[src/rtl/hart_slice_arbiter.sv]
// hart_slice_arbiter: time-slices one shared MMU/interconnect port among
// N_HARTS cores. Round-robin over active harts, QUANTUM-cycle minimum slices,
// switch only at an owner-reported safe point, with a one-cycle drain state
// (SWITCH) between owners.
//
// Ports:
//   CLK, RST         clock, synchronous active-high reset
//   w_active         per-hart runnable
//   w_safe           per-hart safe-to-switch point
//   w_hold           global inhibit of SWITCH entry
//   w_shared_busy    shared port / TLB busy
//   w_hart_sel       current owner index (registered)
//   w_grant          one-hot owner, zero during SWITCH
//   w_core_busy      per-hart stall
//   w_switch         high during the SWITCH cycle
//   w_state          0=OWN 1=WAIT_SAFE 2=SWITCH
//   w_switch_count   completed switches, saturating
module hart_slice_arbiter #(
  parameter int unsigned N_HARTS = 2,
  parameter int unsigned QUANTUM = 64,
  parameter int unsigned CNT_W   = 16,
  parameter int unsigned SEL_W   = ($clog2(N_HARTS) > 0) ? $clog2(N_HARTS) : 1
) (
  input  logic               CLK,
  input  logic               RST,
  input  logic [N_HARTS-1:0] w_active,
  input  logic [N_HARTS-1:0] w_safe,
  input  logic               w_hold,
  input  logic               w_shared_busy,
  output logic [SEL_W-1:0]   w_hart_sel,
  output logic [N_HARTS-1:0] w_grant,
  output logic [N_HARTS-1:0] w_core_busy,
  output logic               w_switch,
  output logic [1:0]         w_state,
  output logic [CNT_W-1:0]   w_switch_count
);

  localparam int unsigned Q_W = (QUANTUM > 1) ? $clog2(QUANTUM) : 1;
  localparam logic [Q_W-1:0] Q_RELOAD = Q_W'(QUANTUM - 1);

  typedef enum logic [1:0] {
    ST_OWN       = 2'd0,
    ST_WAIT_SAFE = 2'd1,
    ST_SWITCH    = 2'd2
  } state_t;

  state_t             r_state;
  logic [SEL_W-1:0]   r_sel;
  logic [SEL_W-1:0]   r_next;
  logic [Q_W-1:0]     r_q;
  logic [CNT_W-1:0]   r_count;

  logic [2*N_HARTS-1:0] act_rot;
  logic                 has_cand;
  logic [SEL_W-1:0]     cand;

  // Rotate so bit k is hart (sel+k) mod N; lowest k>0 that is active wins.
  assign act_rot = {w_active, w_active} >> r_sel;

  always_comb begin
    has_cand = 1'b0;
    cand     = '0;
    for (int unsigned k = N_HARTS - 1; k >= 1; k--) begin
      if (act_rot[k]) begin
        has_cand = 1'b1;
        cand     = SEL_W'((32'(r_sel) + k) % N_HARTS);
      end
    end
  end

  // Ownership FSM with quantum counter and saturating switch counter.
  always_ff @(posedge CLK) begin
    if (RST) begin
      r_state <= ST_OWN;
      r_sel   <= '0;
      r_next  <= '0;
      r_q     <= Q_RELOAD;
      r_count <= '0;
    end else begin
      case (r_state)
        ST_OWN: begin
          if (r_q != '0) r_q <= r_q - Q_W'(1);
          // An inactive owner is preempted without waiting out its slice.
          if (has_cand && ((r_q == '0) || !w_active[r_sel])) r_state <= ST_WAIT_SAFE;
        end
        ST_WAIT_SAFE: begin
          if (!has_cand) begin
            r_state <= ST_OWN;
          end else if (w_safe[r_sel] && !w_hold) begin
            r_next  <= cand;
            r_state <= ST_SWITCH;
          end
        end
        ST_SWITCH: begin
          r_sel   <= r_next;
          r_q     <= Q_RELOAD;
          r_state <= ST_OWN;
          if (r_count != {CNT_W{1'b1}}) r_count <= r_count + CNT_W'(1);
        end
        default: r_state <= ST_OWN;
      endcase
    end
  end

  // Outputs decode straight from registers; only core_busy sees w_shared_busy.
  assign w_hart_sel     = r_sel;
  assign w_state        = r_state;
  assign w_switch       = (r_state == ST_SWITCH);
  assign w_switch_count = r_count;
  assign w_grant        = (r_state == ST_SWITCH) ? '0 : (N_HARTS'(1) << r_sel);
  assign w_core_busy    = ~w_grant | (w_grant & {N_HARTS{w_shared_busy}});

endmodule

[config.mk]
export PLATFORM = sky130hd
export DESIGN_NAME = hart_slice_arbiter
export DESIGN_NICKNAME = d
export VERILOG_FILES = /design/src/rtl/hart_slice_arbiter.sv
export SDC_FILE = /design/constraint.sdc
export NUM_CORES = 1
export LEC_CHECK = 0
export BUFFER_PORTS_ARGS = -buffer_cell sky130_fd_sc_hd__buf_4
export CAP_MARGIN = 30
export CORE_MARGIN = 2
export CORE_UTILIZATION = 51
export CTS_CLUSTER_SIZE = 24
export DETAILED_ROUTE_END_ITERATION = 6
export PLACE_DENSITY = 0.84
export SLEW_MARGIN = 15
export SYNTH_ARGS = -nofsm -noshare
export SYNTH_HDL_FRONTEND = slang
export SYNTH_SLANG_ARGS = --single-unit
export TNS_END_PERCENT = 30
[constraint.sdc]
create_clock -name CLK -period 2.2 [get_ports CLK]
set_input_delay 0.11 -clock CLK [delete_from_list [all_inputs] [get_ports CLK]]
set_output_delay 0.11 -clock CLK [all_outputs]
set_load 0.1 [all_outputs]
==> summary.txt <==
Status
  – Outcome: finished, final reports clean

Flow run
  – Max_cap viols: 0

Synthesis
  – Seq cells post-synth: 26
  – Synth area leaders: dfxtp_1 38%, a21oi_1 6.5%, o31ai_1 3.8%, nand4_1 3.6%, nor3_1 3.3%
  – Post-synth ARST share: 0%
  – Syn Nets: 173
  – Warnings, synthesis: 0
  – Register area share after synthesis: 37.6%
  – Syn Inst Count: 162
  – Ys flop type: dfxtp_1
  – Number of synthesized flops with an enable pin: 0
  – Mapped Avg Cell Area: 8.53 um2
  – Cell variety after synth: 43
  – Area fraction of the dominant cell type after synthesis: 37.6%
  – Post-synth top cells: 26 x dfxtp_1, 18 x a21oi_1, 11 x nand2_1
  – Top-count cell post-synth: dfxtp_1
  – Post-Synthesis Cell Area: 0.00138 mm2
  – Area leader, netlist: dfxtp_1

Worst setup path
  – CP top delay family: simple AND/OR/NAND/NOR gates
  – Reg2Reg Setup Slack: 0.21 ns
  – Crit-path max cell delay: 0.55 ns
  – CP Capture Type: flip-flop
  – RR Startpoint: w_switch_count[0]
  – Crit path from: w_switch_count[0]
  – CP max-delay cell: nor4_4
  – CP Class: flip-flop to flip-flop
  – Worst-path cell chain: ha_1, nand4_1, nor4_4, buf_4, nor3b_1, o21ba_1
  – Top fanout value on the critical path: 8
  – Setup crit start kind: flip-flop
  – CP bufs+invs: 1
  – CP arrival: 2.20 ns
  – CP Data Required Time: 2.41 ns

Cells and area
  – Diode count: 0
  – Multi-input gate area: 797 um2
  – Register Area: 538 um2
  – Design area: 0.00168 mm2
  – Fin cells: 223
  – Share of cells above drive strength 1: 29.5%
  – Fin util: 66.5%
  – Nets: 206
  – Layout area overhead: 21.4%
  – Fillers: 235

Clock tree
  – CTS H-tree depth: 1
  – CTS Hold Bufs: 0
  – Clk root buf: clkbuf_4
  – Cts repair resizes: 0
  – Clock Path Buffers: 2
  – Number of CTS-inserted buffers: 3
  – Worst skew pair latency: 0.31 ns
  – TritonCTS clock tree: yes
  – Setup Buffers After CTS: 0
  – Clock Pin Slew Worst Setup and Hold Paths: 0.12 ns
  – CTS Sinks: 26

Die
  – Row cnt: 18
  – Io pins: 32
  – Starting density of the core: 54.8%
  – Die height: 56.1 um
  – Die width: 56.1 um
  – Die ar.: 0.00314 mm2
  – Core area: 0.00252 mm2

Timing
  – RSZ-0062 raised after global routing: no
  – Maximum clock rate: 503 MHz
  – Worst rel slew slack: 67.3%
  – Fin crit period: 1.99 ns
  – Final Hold Violating Endpoints: 0
  – Max-slew violations: 0
  – Setup-failing EPs final: 0
  – Slew at the pin closest to its max-slew limit: 0.486 ns
  – Final setup margin: 0.214 ns
  – Crit share post-route: 90.3%
  – Final setup skew: 0.00775 ns

Power and ir drop
  – Power per standard cell area: 459 mW/mm2
  – Pleak: 0.664 nW
  – Max VDD drop: 0.000408 V

Route
  – First drt pass iteration count: 4
  – Routed wire length per instance: 14.8 um
  – DRC viols: 0
  – Detailed-route wire length: 3290 um
  – Drt initial violations: 61
  – Vias/cell: 6.19
  – Via count: 1380
  – Remaining antenna violation count: 0

Place
  – Cells after DPL: 220
  – Pre-CTS setup slack: 0.255 ns
  – Buffers on Ports: 31
  – Placed inst area: 0.00166 mm2
  – GP Congestion: 0.856
  – DP HPWL: 2470 um

Hold path
  – Hold WC Path Type: primary input to flip-flop
  – Hold_sp: w_active[0]

Global route
  – Initial antenna violation count: 0
  – Total GRT Usage: 20.5%
  – Largest net degree at the start of global routing: 25
  – Vias in the first global route: 1247
  – First-pass GRT wire length: 5330 um
  – GRT overflow: 0
-- layer usage --
metal / share of wire [%] / vias up / track usage [%]
li1: - / 678 / -
met1: 44 / 656 / 24.2
met2: 51 / 40 / 38.2
met3: 3.9 / 6 / 2.33
met4: 0.76 / 0 / 6.80
met5: 0 / - / 0
-- cell usage in the layout, fill, tap and decap left out, types with 2 or more instances in the layout --
cell and instances:
inv_1 8, nand2_1 11, nand3_1 5, and2_1 2, dfxtp_1 12, or3_1 5
nor4_1 3, buf_4 33, and4_1 2, ha_1 3, a21oi_1 18, nor2b_1 2
mux2_1 2, dfxtp_2 14, nor3_1 9, or4_1 6, nor3b_1 3, o21ai_1 2
nand2b_1 3, o21a_1 2, a31oi_1 2, o31ai_1 7, nand4_1 8, clkbuf_4 3
o21ai_0 3, and3_1 2, nor2_1 6
-- final timing paths --
path	depth (start not counted)	end
worst max-delay path	6	w_switch_count[1]
worst min-delay path	3	r_next
worst max register to register	6	w_switch_count[1]
worst min register to register	2	w_hart_sel
-- where the power goes --
part | switching (W) | internal, W
clock network | 0.000126 | 0.0000639
logic | 0.0000549 | 0.0000343
registers | 0.0000100 | 0.000481
-- registers in the layout, indices dropped and copies added, names as in the netlist --
| signal | flops |
|---|---|
| w_state | 2 |
| r_next | 1 |
| w_switch_count | 16 |
| r_q | 6 |
| w_hart_sel | 1 |
-- cell families (layout without fill, tap and decap cells) --
group                    Yosys count  in the layout  synth area share (%)
multiplexers                       4              4                  3.17
flip-flops                        26             26                  37.6
XOR/XNOR                           1              1                 0.634
adder cells (fa/ha/maj)            3              3                  2.72
AO/OA/AOI/OAI                     41             41                  18.3
AND/OR/NAND/NOR                   73             73                  32.3
buffers and inverters             14             45                  5.25
-- tightest hold or removal path, delay by kind of cell --
| family | cells | cell delay [ns] |
|---|---|---|
| AOI/OAI and AO/OA | 2 | 0.16 |
| buffers and inverters | 1 | 0.09 |
-- stage by stage --
step / TNS (ns) / power, W / hold WS, ns
after global routing: 0 / 0.000803 / 0.0991
after floorplan: -0.0568 / 0.000560 / 0.280
final: 0 / 0.000770 / 0.0911
after global placement: 0 / 0.000583 / 0.408
after CTS: 0 / 0.000776 / 0.0798
after detailed placement: 0 / 0.000590 / 0.417
-- cell type report --
type,instances,area share (%)
flip-flops and latches,26,32.1
inverters,9,2.09
repair buffers,33,14.8
clock buffers,3,1.34
multi-input cells,122,47.5
well taps,30,2.24
Note: power is estimated with default switching activity, not from simulation.
